[config.mk]
export PLATFORM = sky130hd
export DESIGN_NAME = encoder9_merge_flat
export DESIGN_NICKNAME = d
export VERILOG_FILES = /design/src/rtl/encoder9_merge_if.sv /design/src/rtl/encoder9_merge.sv /design/src/flat_wrapper.sv
export SDC_FILE = /design/constraint.sdc
export NUM_CORES = 1
export LEC_CHECK = 0
export CORE_UTILIZATION = 40
export CTS_CLUSTER_SIZE = 20
export DETAILED_ROUTE_END_ITERATION = 12
export PLACE_DENSITY = 0.84
export SYNTH_ARGS = -nofsm -noshare
export SYNTH_HDL_FRONTEND = slang
export SYNTH_SLANG_ARGS = --single-unit
[constraint.sdc]
create_clock -name CLK -period 3 [get_ports CLK]
set_input_delay 0.45 -clock CLK [delete_from_list [all_inputs] [get_ports CLK]]
set_output_delay 0.45 -clock CLK [all_outputs]
set_load 0.005 [all_outputs]
[src/rtl/encoder9_merge_if.sv]
// Flit bundle for the 2-to-1 merge: two input flit channels, the merged
// flit channel and the select-token channel naming each flit's source.
interface encoder9_merge_if #(
    parameter int W = 9
);
    logic [W-1:0] In0_data;
    logic         In0_valid;
    logic         In0_ready;
    logic [W-1:0] In1_data;
    logic         In1_valid;
    logic         In1_ready;
    logic [W-1:0] Out_data;
    logic         Out_valid;
    logic         Out_ready;
    logic         S_data;
    logic         S_valid;
    logic         S_ready;

    // Environment side: offers flits and consumes the merged and select tokens.
    modport master (
        output In0_data, In0_valid, In1_data, In1_valid, Out_ready, S_ready,
        input  In0_ready, In1_ready, Out_data, Out_valid, S_data, S_valid
    );

    // Merge side.
    modport slave (
        input  In0_data, In0_valid, In1_data, In1_valid, Out_ready, S_ready,
        output In0_ready, In1_ready, Out_data, Out_valid, S_data, S_valid
    );
endinterface

[src/rtl/encoder9_merge.sv]
// Two-source flit merge with packet locking. Each accepted flit becomes one
// Out token plus one S token carrying its source index.
module encoder9_merge #(
    parameter int W = 9
) (
    input  logic             CLK,
    input  logic             RESET,
    encoder9_merge_if.slave  bus
);

    logic [W-1:0] out_data_q;
    logic         out_valid_q;
    logic         s_data_q;
    logic         s_valid_q;
    logic         lock_q;
    logic         lock_src_q;
    logic         last_src_q;

    logic         avail;
    logic         grant;
    logic         acc0;
    logic         acc1;
    logic         accept;
    logic [W-1:0] flit;

    // A new flit may only enter when both output registers are free or draining.
    assign avail = (!out_valid_q || bus.Out_ready) && (!s_valid_q || bus.S_ready);

    // Lock wins; otherwise a lone requester, else alternate away from the last source.
    always_comb begin
        grant = ~last_src_q;
        if (lock_q) begin
            grant = lock_src_q;
        end else if (bus.In0_valid && !bus.In1_valid) begin
            grant = 1'b0;
        end else if (bus.In1_valid && !bus.In0_valid) begin
            grant = 1'b1;
        end
    end

    assign bus.In0_ready = !RESET && avail && (grant == 1'b0);
    assign bus.In1_ready = !RESET && avail && (grant == 1'b1);

    assign acc0   = bus.In0_valid && bus.In0_ready;
    assign acc1   = bus.In1_valid && bus.In1_ready;
    assign accept = acc0 || acc1;
    assign flit   = acc1 ? bus.In1_data : bus.In0_data;

    always_ff @(posedge CLK) begin
        if (RESET) begin
            out_data_q  <= '0;
            out_valid_q <= 1'b0;
            s_data_q    <= 1'b0;
            s_valid_q   <= 1'b0;
            lock_q      <= 1'b0;
            lock_src_q  <= 1'b0;
            last_src_q  <= 1'b1;
        end else if (accept) begin
            out_data_q  <= flit;
            out_valid_q <= 1'b1;
            s_data_q    <= acc1;
            s_valid_q   <= 1'b1;
            lock_q      <= ~flit[W-1];
            lock_src_q  <= acc1;
            last_src_q  <= acc1;
        end else begin
            if (bus.Out_ready) begin
                out_valid_q <= 1'b0;
            end
            if (bus.S_ready) begin
                s_valid_q <= 1'b0;
            end
        end
    end

    assign bus.Out_data  = out_data_q;
    assign bus.Out_valid = out_valid_q;
    assign bus.S_data    = s_data_q;
    assign bus.S_valid   = s_valid_q;

endmodule

[src/flat_wrapper.sv]
// flat-port wrapper written by rule: the top's interface ports become plain ports
module encoder9_merge_flat 
#(
    parameter int W = 9
)
  (CLK, RESET, bus_In0_data, bus_In0_valid, bus_In1_data, bus_In1_valid, bus_Out_ready, bus_S_ready, bus_In0_ready, bus_In1_ready, bus_Out_data, bus_Out_valid, bus_S_data, bus_S_valid);
  encoder9_merge_if #(.W(W)) bus_i ();
  input  logic CLK;
  input  logic RESET;
  input wire logic [$bits(bus_i.In0_data)-1:0] bus_In0_data;
  input wire logic [$bits(bus_i.In0_valid)-1:0] bus_In0_valid;
  input wire logic [$bits(bus_i.In1_data)-1:0] bus_In1_data;
  input wire logic [$bits(bus_i.In1_valid)-1:0] bus_In1_valid;
  input wire logic [$bits(bus_i.Out_ready)-1:0] bus_Out_ready;
  input wire logic [$bits(bus_i.S_ready)-1:0] bus_S_ready;
  output wire logic [$bits(bus_i.In0_ready)-1:0] bus_In0_ready;
  output wire logic [$bits(bus_i.In1_ready)-1:0] bus_In1_ready;
  output wire logic [$bits(bus_i.Out_data)-1:0] bus_Out_data;
  output wire logic [$bits(bus_i.Out_valid)-1:0] bus_Out_valid;
  output wire logic [$bits(bus_i.S_data)-1:0] bus_S_data;
  output wire logic [$bits(bus_i.S_valid)-1:0] bus_S_valid;
  assign bus_i.In0_data = bus_In0_data;
  assign bus_i.In0_valid = bus_In0_valid;
  assign bus_i.In1_data = bus_In1_data;
  assign bus_i.In1_valid = bus_In1_valid;
  assign bus_i.Out_ready = bus_Out_ready;
  assign bus_i.S_ready = bus_S_ready;
  assign bus_In0_ready = bus_i.In0_ready;
  assign bus_In1_ready = bus_i.In1_ready;
  assign bus_Out_data = bus_i.Out_data;
  assign bus_Out_valid = bus_i.Out_valid;
  assign bus_S_data = bus_i.S_data;
  assign bus_S_valid = bus_i.S_valid;
  encoder9_merge #(.W(W)) u_core (.CLK(CLK), .RESET(RESET), .bus(bus_i));
endmodule
# [Word level (Yosys, flattened, before mapping)]
# Index checks and enable logic that the tools add are counted.
# W data, S select, Z words.
[totals] reg_bits=14 in_bits=24 out_inout_bits=14 word_cells=35
[classes] n_mux=8 bitwise_logic=3 n_reduce_logical=18
[ops] op="$mux W9" count=1
[ops] op="$logic_and A1 B1 Y1" count=8
[ops] op="$mux W1" count=7
[ops] op="$logic_not A1 Y1" count=5
[ops] op="$reduce_bool A2 Y1" count=2
[ops] op="$logic_or A1 B1 Y1" count=3
[ops] op="$not A1 Y1" count=3

# [Longest topological paths before layout]
[depth] ltp_word=10 depth_mapped=5 mapped_depth_nobuf=4

# [Worst setup path after synthesis]
# Ideal clock, no wire load.
[synth_path] kind="input port to output port" start="input port bus_Out_ready" end="output port bus_In1_ready" arrival_ns=0.993 required_time_ns=2.550 path_slack_ns=1.557 path_stages=3 path_buffers=0 path_cell_list="nand2b_2 -> nand4_1 -> nor2_1"
[synth_between] elab_chain_cells=4
[synth_rtl] element="start, declared" line_no="flat_wrapper.sv:14" text="input wire logic [$bits(bus_i.Out_ready)-1:0] bus_Out_ready;"
[synth_rtl] element="$logic_or A1 B1 Y1" line_no="encoder9_merge.sv:27" text="assign avail = (!out_valid_q || bus.Out_ready) && (!s_valid_q || bus.S_ready);"
[synth_rtl] element="$logic_and A1 B1 Y1" line_no="encoder9_merge.sv:27"
[synth_rtl] element="$logic_and A1 B1 Y1 (2 in series)" line_no="encoder9_merge.sv:42" text="assign bus.In1_ready = !RESET && avail && (grant == 1'b1);"
[synth_rtl] element="end, declared" line_no="flat_wrapper.sv:17" text="output wire logic [$bits(bus_i.In1_ready)-1:0] bus_In1_ready;"
# No other way between the ends.

# [Worst setup path in the final report]
[layout_path] start="input port RESET" end="output port bus_In0_ready"
[layout_between] elab_chain_cells=3
[layout_rtl] element="start, declared" line_no="flat_wrapper.sv:9" text="input logic RESET;"
[layout_rtl] element="$logic_not A1 Y1" line_no="encoder9_merge.sv:41" text="assign bus.In0_ready = !RESET && avail && (grant == 1'b0);"
[layout_rtl] element="$logic_and A1 B1 Y1 (2 in series)" line_no="encoder9_merge.sv:41"
[layout_rtl] element="end, declared" line_no="flat_wrapper.sv:16" text="output wire logic [$bits(bus_i.In0_ready)-1:0] bus_In0_ready;"
# No other way between the ends.

==> metrics <==
status completed; Synth Instances 92; ys async rst share 0; fillers 164; total wire length 2.27 mm; fmax 416 MHz; FF+latch area 280 µm²; final count of pins violating max slew 0; clock-pin slew on the worst setup and hold paths 0.09 ns; worst slew margin relative to its limit 0.699; Finished Cell Area 1170 µm²; DR pass1 iterations 4; critical path required time 2.55 ns; nets 155; First DRT Iteration DRCs 23; Yosys cell types 29; VDD IR max 397 µV; Syn Area/Cell 8.09 µm²; Layout Area Growth over Synthesis 57.3%; die area 2040 µm²; CTS max path bufs 2; Yosys Warn Count 0; antenna-violating nets left 0; Worst Max-Slew Pin Slew 0.447 ns; Seq/Total Area, Yosys 0.376; # DRC 0; post-synthesis simple-gate area fraction 0.244; row count 15; commonest non-fill, non-tap cell in the layout clkdlybuf4s50_1; CTS Buf Count 3; initial core utilization 0.431; count of input and output buffers 37; Arr. time, crit path 1.95 ns; setup TNS 0 ns; power per cell area 453 nW/µm²; post-synthesis mux area share 0.0134; CP max FO 6; vias in the first global route 846; dpl cell area 1130 µm²; dpl hpwl 1.66 mm; Worst setup SP type primary input; GRT Total Usage 0.240; pre-CTS setup slack 0.620 ns; Max Clock Skew 0.00290 ns; Post-Synth Adder-Cell Area 0; synthesized flop and latch total 14; Crit Reg-Reg Startpoint u_core.lock_src_q; number of diodes 0; period utilization 0.801; multi-input logic area 423 µm²; HP Class flip-flop to flip-flop; Routability Congestion 0.849; die width 45.1 µm; cts repair resizes 0; largest net degree at the start of global routing 12; R2R Path End u_core.bus.Out_data[1]; Vias/cell 5.59; Vias 867; CTS tree done; hold_sp u_core.bus.Out_data[3]; Skew-Pair Late Insertion Delay 0.29 ns; root buf cell clkbuf_4; Most used DFF post-synth dfxtp_1; post-synthesis cell area 744 µm²; initial antenna violation count 0; number of synthesized flops with an enable pin 0; largest family of logic cells by synthesized area compound AO/OA/AOI/OAI gates; core footprint 1730 µm²; gr ovfl total 0; MaxCap Viol Count 0; final worst slack 0.598 ns; commonest cells after routing, fill and taps aside 37 x clkdlybuf4s50_1, 14 x a21oi_1, 14 x dfxtp_1; Crit Path Class primary input to output pin; Syn Nets 116; final hold vios 0; I/O pin count 38; Worst Setup End Kind output pin; H-tree levels 1; R2R Setup Slk 1.43 ns; share of post-route cells with drive strength above 1 0.100; CTS sink cnt 14; Final setup viols 0; Pleak 0.404 nW; Routed WL per cell 14.6 µm; die height 45.1 µm; hold_buf cts 0; Final min period 2.40 ns; post-CTS setup buffer count 0; Hold EP u_core.bus.Out_data[3]; Synth Area in Compound Gates 0.311; FF-to-FF path depth 5; hold path depth 2; RSZ-0062 raised after global routing no; Synth Area in XOR/XNOR 0; wire length of the first global-routing pass 3.56 mm
-- critical path: stages --
cell	delay [ns]
clkdlybuf4s50_1	0.54
a21oi_1	0.20
nand3_2	0.14
nor2_1	0.12
clkdlybuf4s50_1	0.50
-- power by group --
part | switching (mW) | internal, mW
clock | 0.0684 | 0.0740
combinational | 0.0748 | 0.0935
sequential | 0.0141 | 0.205
-- Yosys cell counts, drive strengths merged, types with 2 or more instances --
master	n	area share
inv	2	0.010
dfxtp	14	0.38
a311oi	9	0.11
a21oi	14	0.094
clkbuf	2	0.012
nand3	10	0.074
nor2	4	0.020
o21ai	12	0.081
and2	2	0.017
nand2b	4	0.040
nand2	4	0.020
buf	4	0.034
-- cells by family (layout without fill, tap and decap cells) --
group	count (synthesis)	count (layout)
multiplexers	1	1
AO/OA/AOI/OAI	37	37
buffers and inverters	8	46
flip-flops	14	14
AND/OR/NAND/NOR	32	32
-- stage by stage --
step	instances	utilization	power, mW	hold WS (ns)
global route	155	0.678	0.553	0.551
detailed placement	151	0.657	0.390	0.513
CTS	155	0.678	0.531	0.525
finish	155	0.678	0.530	0.523
global placement	151	0.657	0.386	0.505
floorplan	92	-	0.302	0.484
-- final cells by class --
cell class,count,share of cell area
repair buffers,40,0.335
inverters,2,0.00641
multi-input cells,70,0.361
flip-flops and latches,14,0.239
clock buffers,4,0.0310
well taps,25,0.0267
-- worst max path at each step --
| stage | from | end | slack (ns) |
|---|---|---|---|
| 6_report | RESET | bus_In0_ready | 0.60 |
| 3_5_place_dp | RESET | bus_In0_ready | 0.62 |
| 5_1_grt | RESET | bus_In0_ready | 0.50 |
| 3_3_place_gp | RESET | bus_In0_ready | 0.66 |
| 4_1_cts | RESET | bus_In0_ready | 0.61 |
| 2_1_floorplan | bus_Out_ready | bus_In1_ready | 1.56 |
-- per-layer routing --
| layer | vias up | track usage | share of wire |
|---|---|---|---|
| met3 | 4 | 0.0560 | 0.079 |
| met1 | 390 | 0.292 | 0.43 |
| met2 | 50 | 0.383 | 0.47 |
| met4 | 0 | 0.145 | 0.019 |
| met5 | - | 0 | 0 |
| li1 | 423 | - | - |
-- flip-flops by register name, indices dropped and copies added (netlist names) --
register and flops:
u_core.bus.Out_valid 1, u_core.lock_src_q 1, u_core.bus.S_valid 1, u_core.last_src_q 1, u_core.lock_q 1, u_core.bus.Out_data 9
(Power assumes the default switching activity.)
